===== src/rtl/fir_core_fsm.sv =====
// Five-tap FIR core: sample capture into a delay line, five-cycle serial MAC,
// then scale/saturate into an 8-bit output register. Sequenced by a 3-state FSM.
module fir_core_fsm (
  input  logic       clk,
  input  logic       rst,
  input  logic       Shift_Accum_Loop_C_0_tr0,
  input  logic [7:0] x_rsc_dat,
  input  logic [7:0] input_0,
  input  logic [7:0] input_1,
  input  logic [7:0] input_2,
  input  logic [7:0] input_3,
  input  logic [7:0] input_4,
  input  logic [2:0] sel,
  output logic [7:0] fsm_output,
  output logic [7:0] y_rsc_dat,
  output logic       y_triosy_lz,
  output logic       x_triosy_lz
);

  typedef enum logic [1:0] {StWait, StAcc, StWrite} state_e;

  state_e          state_q, state_d;
  logic [4:0][7:0] d_q, d_d;
  logic [18:0]     acc_q, acc_d;
  logic [2:0]      k_q, k_d;
  logic [7:0]      y_reg_q, y_reg_d;
  logic            y_pulse_q, y_pulse_d;
  logic            x_pulse_q, x_pulse_d;

  logic            capture;
  logic [7:0]      tap_d, tap_c;
  logic [15:0]     prod;
  logic [7:0]      sat_val;

  // Select the delay-line entry and coefficient for the tap being processed.
  always_comb begin
    tap_d = 8'h00;
    tap_c = 8'h00;
    case (k_q)
      3'd0:    begin tap_d = d_q[0]; tap_c = input_0; end
      3'd1:    begin tap_d = d_q[1]; tap_c = input_1; end
      3'd2:    begin tap_d = d_q[2]; tap_c = input_2; end
      3'd3:    begin tap_d = d_q[3]; tap_c = input_3; end
      3'd4:    begin tap_d = d_q[4]; tap_c = input_4; end
      default: begin tap_d = 8'h00;  tap_c = 8'h00;   end
    endcase
  end

  assign prod    = 16'(tap_d) * 16'(tap_c);
  // Q0.8 coefficients: drop the fractional byte, clamp anything past 8 integer bits.
  assign sat_val = (acc_q[18:16] == 3'd0) ? acc_q[15:8] : 8'hFF;

  // Next-state and one-hot state decode.
  always_comb begin
    state_d    = state_q;
    fsm_output = 8'h00;
    capture    = 1'b0;
    unique case (state_q)
      StWait: begin
        fsm_output = 8'h01;
        if (Shift_Accum_Loop_C_0_tr0) begin
          capture = 1'b1;
          state_d = StAcc;
        end
      end
      StAcc: begin
        fsm_output = 8'h04;
        if (k_q == 3'd4) begin
          state_d = StWrite;
        end
      end
      StWrite: begin
        fsm_output = 8'h08;
        state_d    = StWait;
      end
      default: begin
        state_d = StWait;
      end
    endcase
  end

  // Datapath next-state: delay-line shift, MAC step, output write, pulse generation.
  always_comb begin
    d_d       = d_q;
    acc_d     = acc_q;
    k_d       = k_q;
    y_reg_d   = y_reg_q;
    x_pulse_d = capture;
    y_pulse_d = (state_q == StWrite);
    if (capture) begin
      d_d   = {d_q[3:0], x_rsc_dat};
      acc_d = 19'd0;
      k_d   = 3'd0;
    end else if (state_q == StAcc) begin
      acc_d = acc_q + {3'b000, prod};
      k_d   = k_q + 3'd1;
    end else if (state_q == StWrite) begin
      y_reg_d = sat_val;
    end
  end

  // State register; synchronous reset abandons any computation in flight.
  always_ff @(posedge clk) begin
    if (rst) begin
      state_q <= StWait;
    end else begin
      state_q <= state_d;
    end
  end

  // Datapath registers.
  always_ff @(posedge clk) begin
    if (rst) begin
      d_q       <= '0;
      acc_q     <= 19'd0;
      k_q       <= 3'd0;
      y_reg_q   <= 8'h00;
      y_pulse_q <= 1'b0;
      x_pulse_q <= 1'b0;
    end else begin
      d_q       <= d_d;
      acc_q     <= acc_d;
      k_q       <= k_d;
      y_reg_q   <= y_reg_d;
      y_pulse_q <= y_pulse_d;
      x_pulse_q <= x_pulse_d;
    end
  end

  // Output view: filter result or a delay-line debug tap.
  always_comb begin
    y_rsc_dat = 8'h00;
    case (sel)
      3'd0:    y_rsc_dat = y_reg_q;
      3'd1:    y_rsc_dat = d_q[0];
      3'd2:    y_rsc_dat = d_q[1];
      3'd3:    y_rsc_dat = d_q[2];
      3'd4:    y_rsc_dat = d_q[3];
      3'd5:    y_rsc_dat = d_q[4];
      default: y_rsc_dat = 8'h00;
    endcase
  end

  assign y_triosy_lz = y_pulse_q;
  assign x_triosy_lz = x_pulse_q;

endmodule


===== config.mk =====
export PLATFORM = sky130hd
export DESIGN_NAME = fir_core_fsm
export DESIGN_NICKNAME = d
export VERILOG_FILES = /design/src/rtl/fir_core_fsm.sv
export SDC_FILE = /design/constraint.sdc
export NUM_CORES = 1
export LEC_CHECK = 0
export CAP_MARGIN = 30
export CORE_MARGIN = 1.5
export CORE_UTILIZATION = 42
export DETAILED_ROUTE_END_ITERATION = 12
export PLACE_DENSITY_LB_ADDON = 0.3
export SYNTH_ARGS = -nofsm -noshare
export SYNTH_HDL_FRONTEND = slang
export SYNTH_SLANG_ARGS = --single-unit

===== constraint.sdc =====
create_clock -name clk -period 9.5 [get_ports clk]
set_input_delay 1.425 -clock clk [delete_from_list [all_inputs] [get_ports clk]]
set_output_delay 1.425 -clock clk [all_outputs]
set_load 0.01 [all_outputs]

==> summary by stage, run 1 <==
Route
After detailed routing, the total wire length is roughly 17 mm. The first TritonRoute pass finished after 6 iterations. The highest metal layer used by the detailed router is met4. The detailed-route via count is approximately 5,300. The average via count per standard cell is roughly 5.6. The DRC marker count from the first detailed-route iteration is around 490.

The residual DRC count is 0. Once detail routing completed, the nets flagged for antenna violations numbered 0. In the detailed route, the total length drawn on met3 is 934 um. The length of routed met2 wiring is 7.86 mm. In the final routed layout, each cell accounts on average for approximately 18 um. The routed metal-1 wire length is 7.71 mm.

Critical path
The maximum fanout count along the critical path is 8. The category of the worst setup path capture point is a register. The signal on the critical path passes through clkdlybuf4s50_1, a222oi_1, o21ai_0, a21oi_1, nor2_1, fa_1, inv_1, fa_1, inv_1, fa_1, inv_1, fa_1, inv_1, ha_1, a21o_1, a31oi_4, a211oi_2, or4_1, nand3_1.

In this run the critical register-to-register path is captured at acc_q[12]. The path type of the worst setup path is input port to register. Tracing the worst setup path back leads to its startpoint at input_2[4]. The worst reg-to-reg path cell count is 20. For the worst setup path, the data required time is about 9.8 ns. On the critical path, the stage with the largest delay is an instance of sky130_fd_sc_hd__fa_1. The worst register-to-register path begins at k_q[0]. For this run, the slowest stage of the critical path takes just under 0.6 ns. The critical path depth is 19. The critical path contains buffers and inverters numbering 5 combined. The arrival time reported for the critical path endpoint is 6.91 ns. The worst reg-to-reg setup slack is around 2.9 ns. Among cell families on the critical path, the largest total delay comes from adder cells. The critical path launch point type is an input port.

Following the worst setup path forward leads to its endpoint at acc_q[12].

GRT
The number of antenna violations at the first check in global routing came to 0. The final global-route overflow total is 0. The global-route wire length before repair is 27.8 mm. Entering global routing, the biggest net connects 42 pins.

The number of global-route vias before repair was roughly 5,300. The combined global-route utilization of all metal layers is approximately 22%.

STA
The final critical-path share of the clock period is 69.8%. The shortest period the worst path allows is about 6.6 ns. Setup violations remaining at the end of the flow were counted as 0. Setup repair after global routing left no endpoint under its margin. The worst-case clock skew is 0.00595 ns. The fmax is about 0.15 GHz.

The worst pin sits at a relative slew slack of 35.4%. Summed over all failing endpoints, the final setup total negative slack is 0 ns. The actual transition at the worst max-transition pin is just under 1 ns. The hold violation total from the final report is 0.

The final number of max-transition violations is 0.

Finish
Relative to the synthesized area, the layout overhead comes to 18.2%. The net total in the final layout is 915. Of the cells placed in the final design, the portion with a size suffix greater than 1 is under 10%. The antenna diode count is 0. Once layout is done, the placed cells without fillers occupy 0.00730 sq mm. Counting the fill cells in the layout gives around 1,300.

Placed design
The HPWL reported at the end of detailed placement is between 10 and 15 mm. The placement-stage cell area is 0.00698 sq mm. The congestion estimate from routability-driven global placement came to ~0.86. In this run the tool buffered the top-level ports with 66 buffer cells.

Clocking
The clock tree root driver cell is sky130_fd_sc_hd__clkbuf_16. TritonCTS built the clock tree. The tree built by TritonCTS fans out to between 70 and 80 sinks.

The number of buffers added by the clock tree synthesis step is 9. The number of gates resized after CTS was 0. The longest clock path from root to sink contains 2 buffers. The number of levels the H-tree was split into is 3.

The post-CTS clock slew at the launch and capture registers of the worst setup and hold paths is approximately 0.06 ns. The number of hold-repair buffers added at the cts stage is 0. The clock latency at the later pin of the worst-skew pair is ~0.34 ns. Post-CTS timing repair inserted 0 buffers for setup.

Yosys
Summed over its instances, the top area cell type makes up between 20% and 30% of the synthesized netlist area. In this run, synthesis produced a sequential element count of between 70 and 80. Counting flops with an async set or reset pin after synthesis yields a share of 0%. The mean post-synth cell area is approximately 8.6 sq um.

The number of library cell types mapped by synthesis is 59. The leading register cell type out of synthesis is sky130_fd_sc_hd__dfxtp_1. After synthesis, the cell types taking the most area are sky130_fd_sc_hd__dfxtp_1 24%, sky130_fd_sc_hd__fa_1 16%, sky130_fd_sc_hd__ha_1 9.3%, sky130_fd_sc_hd__inv_1 6.4%, sky130_fd_sc_hd__a22o_1 5.7%. The number of enable flip-flop cells after synthesis is 0. The cell area after technology mapping is about 0.006 sq mm. The gate count after technology mapping is between 700 and 800. After synthesis, flip-flops and latches occupy between 20% and 30% of the total area.

The largest total area in the synthesized netlist belongs to sky130_fd_sc_hd__dfxtp_1. During synthesis, Yosys emitted a total of 0 warnings.

Power
The overall power after layout is roughly 1100 uW. Across the VDD grid, the largest voltage drop is approximately 0.10 mV. The power density normalized to cell area is 146 mW/mm^2.

The static power due to leakage is roughly 0.0032 uW.

Floorplan
The area of the die is about 0.015 sq mm. The core region is around 0.014 sq mm. The total I/O pin count is 72.

Row generation in the floorplan step produced between 40 and 50 rows. The chip height is about 120 um. The initial standard-cell utilization of the core is 42.8%. The die outline width is 124 um.

Outcome
The run finished with clean final reports.

Min path
The classification of the worst-slack hold path is register to register. The hold path startpoint is acc_q[2].

Flow run
Across the run, the number of max-cap violations was 0.
-- power by group --
group / internal [uW] / switching, uW / total [uW]
logic: 140 / 220 / 360
registers: 323 / 11.9 / 335
clock network: 230 / 140 / 370
-- kinds of logic (layout without fill, tap and decap cells) --
logic type | count (synthesis) | in the layout | synth area share, %
fa+ha+maj | 96 | 96 | 25.5
other cells | 1 | 5 | 0.0608
flops | 74 | 74 | 24.0
simple gates | 203 | 203 | 15.4
buf+inv | 149 | 196 | 9.63
mux | 20 | 20 | 4.38
xor+xnor | 2 | 2 | 0.284
compound gates | 174 | 174 | 20.7
-- cell usage after synthesis, drive strengths merged, types with 17 or more instances --
library cell	number
dfxtp	74
fa	50
clkbuf	22
nor2	73
nand3	26
inv	107
nand2	40
a21oi	39
o21ai	25
ha	46
nand2b	17
buf	20
a22o	40
-- worst register-to-register path, stage by stage (launching register included) --
cell	delay [ns]
sky130_fd_sc_hd__dfxtp_1	0.38
sky130_fd_sc_hd__inv_1	0.09
sky130_fd_sc_hd__ha_1	0.50
sky130_fd_sc_hd__a222oi_1	0.48
sky130_fd_sc_hd__o21ai_0	0.12
sky130_fd_sc_hd__a21oi_1	0.76
sky130_fd_sc_hd__nor2_1	0.17
sky130_fd_sc_hd__fa_1	0.58
sky130_fd_sc_hd__inv_1	0.06
sky130_fd_sc_hd__fa_1	0.50
sky130_fd_sc_hd__inv_1	0.06
sky130_fd_sc_hd__fa_1	0.53
sky130_fd_sc_hd__inv_1	0.05
sky130_fd_sc_hd__fa_1	0.56
sky130_fd_sc_hd__inv_1	0.05
sky130_fd_sc_hd__ha_1	0.39
sky130_fd_sc_hd__a21o_1	0.25
sky130_fd_sc_hd__a31oi_4	0.24
sky130_fd_sc_hd__a211oi_2	0.14
sky130_fd_sc_hd__or4_1	0.51
sky130_fd_sc_hd__nand3_1	0.09
-- routing by layer --
layer / track usage (%) / up-vias
li1: - / 2564
met1: 30.9 / 2575
met2: 35.6 / 174
met3: 4.44 / 17
met4: 5.81 / 0
met5: 0 / -
-- stage by stage --
stage	setup WS [ns]	instances	hold slack (ns)	util (%)
2_1_floorplan	3.46	723	0.432	-
3_3_place_gp	2.70	936	0.441	48.1
3_5_place_dp	2.58	938	0.451	48.4
4_1_cts	2.91	954	0.459	50.6
5_1_grt	2.62	954	0.477	50.6
6_report	2.87	954	0.458	50.6
-- registers in the layout, summed over array words and instances (netlist names) --
| name | flops |
|---|---|
| k_q | 3 |
| acc_q | 19 |
| d_q | 40 |
| state_q | 2 |
| y_reg_q | 8 |
| y_triosy_lz | 1 |
| x_triosy_lz | 1 |
-- cell usage in the layout (no fill, tap or decap), types with 3 or more instances in the layout --
master	count
sky130_fd_sc_hd__inv_1	106
sky130_fd_sc_hd__dfxtp_1	74
sky130_fd_sc_hd__nor2_1	72
sky130_fd_sc_hd__clkdlybuf4s50_1	66
sky130_fd_sc_hd__fa_1	50
sky130_fd_sc_hd__ha_1	46
sky130_fd_sc_hd__nand2_1	40
sky130_fd_sc_hd__a22o_1	40
sky130_fd_sc_hd__a21oi_1	34
sky130_fd_sc_hd__nand3_1	26
sky130_fd_sc_hd__o21ai_0	25
sky130_fd_sc_hd__nand2b_1	17
sky130_fd_sc_hd__nor3_1	15
sky130_fd_sc_hd__a222oi_1	14
sky130_fd_sc_hd__mux2i_1	9
sky130_fd_sc_hd__clkbuf_16	9
sky130_fd_sc_hd__o22ai_1	8
sky130_fd_sc_hd__o21a_1	6
sky130_fd_sc_hd__mux2_2	6
sky130_fd_sc_hd__a22oi_1	6
sky130_fd_sc_hd__a31oi_1	6
sky130_fd_sc_hd__a21o_1	6
sky130_fd_sc_hd__nand4_1	6
sky130_fd_sc_hd__nor2b_1	5
sky130_fd_sc_hd__mux4_2	5
sky130_fd_sc_hd__conb_1	5
sky130_fd_sc_hd__buf_4	5
sky130_fd_sc_hd__a21oi_2	4
sky130_fd_sc_hd__a211oi_1	4
sky130_fd_sc_hd__or2_1	3
sky130_fd_sc_hd__or2_2	3
sky130_fd_sc_hd__nor3b_1	3
sky130_fd_sc_hd__and3_1	3
sky130_fd_sc_hd__clkinv_2	3
-- cell type report --
type | instances | area, sq um | area share (%)
Clock buffer | 9 | 225 | 3.09
Timing Repair Buffer | 73 | 746 | 10.2
Clock inverter | 7 | 92.6 | 1.27
Multi-Input combinational cell | 500 | 4120 | 56.5
Tap cell | 184 | 230 | 3.15
Inverter | 107 | 402 | 5.50
Sequential cell | 74 | 1480 | 20.3
-- worst min path at each step --
stage,slack [ns],endpoint,depth (start not counted)
after floorplan,0.43,acc_q[6],2
after global placement,0.44,acc_q[6],2
after detailed placement,0.45,acc_q[2],2
after CTS,0.46,acc_q[2],2
after global routing,0.48,acc_q[2],2
final,0.46,acc_q[2],2
(Power assumes the default switching activity.)
==> inputs of run 2 (changes only) <==
clock period = 6.2 ns   (was 9.5 ns; I/O delays follow)
==> run 2 against run 1 <==
  * Sequential power grew 53%
  * Via count grew 1.6%
  * Critical path type is now register to register
  * Register-to-register slack lost 2.6 ns
  * Flip-flop and latch count is the same
  * Final cell count grew 1.4%
  * Critical path depth grew 2
  * Final area grew 1.5%
  * Clock skew grew 0.00076 ns
  * Hold slack gained 0.0018 ns
  * Die area is the same
==> summary by stage, run 2 (synthesis results as in run 1) <==
Outcome
The flow ran to the end, and the final reports show no timing, DRC or antenna violations.

Clocking
The setup fix buffers added after clock tree synthesis is 0 (unchanged). The TritonCTS clock tree is done. The post-CTS clock slew at the launch and capture registers of the worst setup and hold paths is 0.06 ns (about the same).

The number of buffers added by the clock tree synthesis step was 9 (unchanged). The number of cells upsized or downsized after cts was 0 (unchanged). The clock latency at the later pin of the worst-skew pair is 0.34 ns (about the same). The maximum clock insertion buffer count is 2 (unchanged).

The number of hold-repair buffers added at the cts stage is 0 (unchanged). The tree is rooted in a sky130_fd_sc_hd__clkbuf_16. The count of clock tree sinks is 74 (unchanged).

The number of levels the H-tree was split into is 3 (unchanged).

Placed design
The final weighted congestion in routability-driven placement is 0.894 (+4.4%). The placement-stage cell area is 0.00706 sq mm (+1.2%). The post-place setup slack is 0.114 ns (-2.47 ns). The HPWL reported at the end of detailed placement is 12.7 mm (about the same). The total of buffers placed on input and output ports is 66 (unchanged).

Route
The antenna violation net count after detailed routing is 0 (unchanged). The number of iterations in the first detailed-routing pass is 5 (-1). The mean routed wirelength per cell is 17.0 um (-3.1%). The routed wire length came to 16.5 mm (-1.8%). The average via count per standard cell was 5.60 (+0.21%).

The DRC marker count from the first detailed-route iteration is 395 (-20%). The residual DRC count is 0 (unchanged). The detailed-route via count is 5,414 (+1.6%).

Finish
The most frequent standard cell in the layout excluding fill and tap cells is sky130_fd_sc_hd__inv_1. The net total in the final layout came to 928 (+1.4%). The largest registers in the layout are d_q (40), acc_q (19), y_reg_q (8). The number of flip-flops under the largest register name came to 40 (unchanged). The post-layout instance area was 0.00741 sq mm (+1.5%). Ranked by flip-flop count, first place goes to d_q. The antenna diode count was 0 (unchanged). Leaving out fill and tap cells, the most frequent cells in the layout are 106 x sky130_fd_sc_hd__inv_1, 74 x sky130_fd_sc_hd__dfxtp_1, 72 x sky130_fd_sc_hd__nor2_1, 66 x sky130_fd_sc_hd__clkdlybuf4s50_1, 50 x sky130_fd_sc_hd__fa_1. The share of post-route cells with drive strength above 1 was 8.17% (+1.8 points).

The area growth from synthesis to layout is 20.0%. The final standard cell utilization of the core came to 51.4% (+0.75 points).

Critical path
The required time at the worst-slack endpoint is 6.48 ns (-3.30 ns). The category of the worst setup path capture point is a register. Among the stages of the critical path, the cell type that occurs most often is sky130_fd_sc_hd__inv_1. The signal on the critical path passes through inv_1, ha_1, buf_4, a222oi_1, o21ai_0, a21oi_2, nor2_1, fa_1, inv_1, fa_1, inv_1, fa_1, inv_1, fa_1, inv_1, ha_1, a21o_1, a31oi_4, a211oi_2, or4_1, nand3_1. The path type of the worst setup path is register to register. For this design, the slowest cell found on the critical path is sky130_fd_sc_hd__fa_1. The critical path launch point type is a register.

The maximum fanout count along the critical path came to 10 (+2). The arrival time reported for the critical path endpoint came to 6.12 ns (-0.79 ns). The worst stage delay on the critical path is 0.54 ns (-0.04 ns). The worst reg-to-reg setup slack is 0.36 ns (-2.58 ns).

STA
The setup TNS is 0 ns (unchanged). The worst setup slack after layout is 0.364 ns (-2.50 ns). The actual transition at the worst max-transition pin is 0.942 ns (-0.0272 ns). The hold violation total from the final report is 0 (unchanged).

The count of final setup violators was 0 (unchanged). The worst slew margin relative to its limit is 37.1% (+1.7 points). Setup repair after global routing left no endpoint under its margin. The final critical-path share of the clock period is between 90% and 100%. The worst-case clock skew is 0.00671 ns (+0.000761 ns). The final number of max-transition violations is 0 (unchanged).

For this run, the top clock speed supported by timing is roughly 0.17 GHz. The shortest period the worst path allows is ~5.8 ns.

Power
The static power due to leakage is 0.00325 uW (+1.7%). The power density normalized to cell area was 219 mW/mm^2 (+50%). The peak supply drop was 0.138 mV (+37%). The overall power after layout came to 1620 uW (+52%).

Floorplan
The initial standard-cell utilization of the core is 42.8% (unchanged). The chip height came to 124 um (unchanged). The core footprint came to 0.0144 sq mm (unchanged). The total I/O pin count is 72 (unchanged). The die outline width is 124 um (unchanged). The cell row count is 44 (unchanged). The area of the die was 0.0154 sq mm (unchanged).

Flow run
The count of maximum capacitance violations is 0 (unchanged).

Min path
The classification of the worst-slack hold path is register to register.

GRT
The combined global-route utilization of all metal layers came to 22.4% (+0.093 points). The largest net degree at the start of global routing came to 42 (unchanged). The global-route wire length before repair came to 28.2 mm (+1.5%). The number of antenna violations at the first check in global routing was 0 (unchanged). The number of global-route vias before repair is 5,500 (+4.4%).

The final global-route overflow total was 0 (unchanged).
[run 2: cell types whose count changed in the layout (fill, tap and decap cells not counted)]
cell | previous run | this run
sky130_fd_sc_hd__inv_8 | 0 | 2
sky130_fd_sc_hd__ha_1 | 46 | 44
sky130_fd_sc_hd__clkinv_4 | 1 | 2
sky130_fd_sc_hd__buf_12 | 1 | 2
sky130_fd_sc_hd__buf_4 | 5 | 17
sky130_fd_sc_hd__clkinv_2 | 3 | 0
sky130_fd_sc_hd__clkinvlp_4 | 0 | 1
sky130_fd_sc_hd__bufinv_16 | 2 | 1
sky130_fd_sc_hd__ha_2 | 0 | 2
[run 2: metrics by stage]
stage | hold slack [ns] | std cells
finish | 0.459 | 967
detailed placement | 0.455 | 950
CTS | 0.462 | 966
global route | 0.485 | 967
floorplan | 0.432 | 723
global placement | 0.443 | 949
[run 2: worst paths after layout]
kind,start,end,depth (start not counted)
min,acc_q[7],acc_q[7],2
max,k_q[0],acc_q[12],21
max reg2reg,k_q[0],acc_q[12],21
min reg2reg,acc_q[7],acc_q[7],2
[run 2: critical path: cells and delay by family, from the launching register on]
family	cells	cell delay (ns)
flops	1	0.38
buf+inv	6	0.53
compound gates	6	1.42
simple gates	3	0.69
fa+ha+maj	6	2.75
[run 2: where the power goes]
| group | internal (uW) | switching, uW | total, uW | leakage [uW] |
|---|---|---|---|---|
| clock network | 320 | 223 | 543 | 0.000150 |
| registers | 495 | 18.8 | 514 | 0.000599 |
| logic | 227 | 335 | 562 | 0.00251 |
| total | 1040 | 577 | 1620 | 0.00325 |
[run 2: layer usage]
| metal | up-vias | track usage [%] | share of wire, % |
|---|---|---|---|
| met1 | 2628 | 31.7 | 48 |
| met2 | 164 | 35.2 | 45 |
| met3 | 30 | 3.97 | 4.9 |
| met5 | - | 0 | 0 |
| met4 | 0 | 6.29 | 2.0 |
| li1 | 2592 | - | - |
[run 2: cell type report]
type / count / area [sq um]
Fill cell: 1342 / 7020
Inverter: 107 / 402
Sequential cell: 74 / 1480
Clock buffer: 9 / 225
Clock inverter: 7 / 86.3
Tap cell: 184 / 230
Timing Repair Buffer: 86 / 856
Multi-Input combinational cell: 500 / 4130
==> inputs of run 3 (changes only) <==
GPL_TIMING_DRIVEN = 0   (was not set)
PLACE_DENSITY = 0.71   (was not set)
PLACE_DENSITY_LB_ADDON = not set   (was 0.3)
==> run 3 against run 2 <==
  * Wire length grew 0.70%
  * Sequential share of layout area shrank 0.33 points
  * Global-route usage shrank 0.29 points
  * Critical endpoint unchanged
  * Die area is the same
  * First-iteration DRC count grew 19%
  * Highest routed layer unchanged
  * Sequential power is essentially flat
  * Hold slack lost 0.0054 ns
==> summary by stage, run 3 (synthesis results as in run 1) <==
Outcome
The run finished with clean final reports.

Floorplan
The initial standard-cell utilization of the core is 42.8% (unchanged). The area of the die was 0.0154 sq mm (unchanged). The total I/O pin count came to 72 (unchanged). The core footprint is 0.0144 sq mm (unchanged). The die outline width came to 124 um (unchanged). The chip height was 124 um (unchanged). The cell row count is 44 (unchanged).

Power
The relative contribution of the clock network to total power was 33.3% (-0.3 points). The peak supply drop is 0.154 mV (+11%). The power spent charging and discharging nets is 579 uW (+0.41%). The power density normalized to cell area was 216 mW/mm^2 (-1.1%).

The combinational group share of total power is 35.1% (+0.4 points). The sequential cell fraction of total power is 31.6% (about the same). The static power due to leakage is 0.00330 uW (+1.5%). The switching fraction of total power is 35.6% (about the same). The total internal power is 1050 uW (+0.56%).

Finish
The most frequent standard cell in the layout excluding fill and tap cells is sky130_fd_sc_hd__inv_1. The share of post-route cells with drive strength above 1 is 9.75% (+1.6 points). The final standard cell utilization of the core was 52.2% (+0.85 points).

The net total in the final layout is 955 (+2.9%). The synthesis-to-finish area growth is 22.0%. The antenna diode count is 0 (unchanged). The multi-input gate area in the final layout is 0.00421 sq mm (+2.0%). The count of fill cells added during filler insertion is 1,327 (-1.1%). The flip-flop and latch area is 0.00148 sq mm (unchanged). The post-layout instance area is 0.00753 sq mm (+1.7%). More flip-flops sit in one register than any other, and that register is d_q. The library cells used most frequently in the layout, excluding fill and tap cells, are 106 x sky130_fd_sc_hd__inv_1, 74 x sky130_fd_sc_hd__dfxtp_1, 73 x sky130_fd_sc_hd__nor2_1, 64 x sky130_fd_sc_hd__clkdlybuf4s50_1, 50 x sky130_fd_sc_hd__fa_1.

In the final layout, the registers with the most flip-flops are d_q (40), acc_q (19), y_reg_q (8). The number of flip-flops under the largest register name is 40 (unchanged).

Critical path
The setup path with the least slack is of type register to register. The cell at the slowest stage of the critical path is sky130_fd_sc_hd__fa_1. The maximum fanout count along the critical path is 10 (unchanged).

The worst setup path is captured at a register. STA classifies the critical path startpoint as a register. The arrival time reported for the critical path endpoint came to 6.21 ns (+0.09 ns). The required time at the worst-slack endpoint is 6.49 ns (about the same). The worst stage delay on the critical path is 0.55 ns (about the same). Walking the worst path, the cells encountered are inv_1, ha_1, buf_2, buf_2, nand3_1, o21ai_0, a21oi_4, or2_2, fa_1, fa_1, inv_1, fa_1, inv_1, fa_1, inv_1, ha_1, a21o_1, a31oi_4, a211oi_2, or4_1, nand3_1.

Placed design
The total of buffers placed on input and output ports is 64 (-3.0%). The final weighted congestion in routability-driven placement is 0.895 (+0.13%). The placement-stage cell area was 0.00706 sq mm (about the same). The HPWL reported at the end of detailed placement is 12.9 mm (+1.8%).

Route
The antenna violation net count after detailed routing came to 0 (unchanged). The number of iterations in the first detailed-routing pass is 6 (+1). The routed wire length is 16.6 mm (+0.70%). The DRC marker count from the first detailed-route iteration is 469 (+19%). The average via count per standard cell is 5.58 (-0.29%). The residual DRC count came to 0 (unchanged). The mean routed wirelength per cell is 16.7 um (-2.0%). The detailed-route via count is 5,549 (+2.5%).

Clocking
The count of clock tree sinks came to 74 (unchanged). The maximum clock insertion buffer count was 2 (unchanged). The number of hold-repair buffers added at the cts stage is 0 (unchanged). The number of levels the H-tree was split into is 3 (unchanged). The clock latency at the later pin of the worst-skew pair is 0.35 ns (about the same).

The TritonCTS clock tree is done. The post-CTS clock slew at the launch and capture registers of the worst setup and hold paths came to 0.06 ns (about the same). The clock tree root driver cell is sky130_fd_sc_hd__clkbuf_16. The number of buffers added by the clock tree synthesis step is 9 (unchanged).

GRT
The largest net degree at the start of global routing is 20 (-52%). The number of antenna violations at the first check in global routing is 0 (unchanged). The global-route wire length before repair is 27.6 mm (-2.1%). The number of global-route vias before repair is 5,370 (-2.4%). The final global-route overflow total was 0 (unchanged). The combined global-route utilization of all metal layers is 22.1% (-0.29 points).

STA
The hold violation total from the final report was 0 (unchanged). The actual transition at the worst max-transition pin is 0.781 ns (-0.161 ns). The fmax is 0.169 GHz (-1.4%). The final number of max-transition violations is 0 (unchanged).

The count of final setup violators is 0 (unchanged). The worst slew margin relative to its limit was 47.8% (+11 points). The final critical-path share of the clock period is 95.5% (+1.4 points). The shortest period the worst path allows is 5.92 ns (+0.0855 ns). The worst-case clock skew was 0.00837 ns (+0.00165 ns).

Flow run
The count of maximum capacitance violations is 0 (unchanged).

Min path
The classification of the worst-slack hold path is register to register.
[run 3: what timing repair did]
item	4_1_cts	5_1_grt
pin swaps	0	1
gates resized for setup	17	12
setup buffers	0	9
setup endpoints to repair	11	11
[run 3: critical path, delay by kind of cell, from the launching register on]
family	cells	cell delay (ns)
buf+inv	6	0.83
flops	1	0.34
fa+ha+maj	6	2.74
compound gates	5	0.93
simple gates	4	1.03
[run 3: layer usage]
layer	GRT usage [%]	up-vias	wire length, um	share of wire [%]
met5	0	-	0	0
met4	5.95	0	347	2.1
met3	5.26	28	1210	7.3
met2	35.8	204	7600	46
met1	29.7	2679	7440	45
li1	-	2638	-	-
[run 3: area by class of cell]
cell class	count	area share [%]
buffer	40	2.56
clock buffer	11	3.22
clock inverter	5	0.847
inverter	107	5.33
multi-input combinational	500	55.9
sequential	74	19.7
tap	184	3.06
timing repair buffer	73	9.41
[run 3: final timing paths]
path,to,cells after the start,slack [ns],start
setup / recovery,acc_q[12],21,0.28,k_q[0]
hold / removal,acc_q[6],2,0.45,acc_q[6]
hold reg to reg,acc_q[6],2,0.45,acc_q[6]
setup reg to reg,acc_q[12],21,0.28,k_q[0]
[run 3: per-stage QoR]
stage          setup TNS [ns]  hold slack (ns)  power (uW)  setup WS, ns  cells
2_1_floorplan               0            0.432         902         0.539    723
4_1_cts                     0            0.453        1620        0.0387    986
3_3_place_gp            -1.50            0.442        1060        -0.278    971
3_5_place_dp            -1.95            0.444        1070        -0.316    971
6_report                    0            0.454        1630         0.278    994
5_1_grt              -0.00204            0.465        1730      -0.00204    994
[run 3: power by group through the flow]
stage          sequential, uW  combinational, uW  clock [uW]
2_1_floorplan             517                385           0
3_3_place_gp              524                535           0
3_5_place_dp              525                541           0
4_1_cts                   514                556         548
5_1_grt                   516                648         570
6_report                  514                571         541
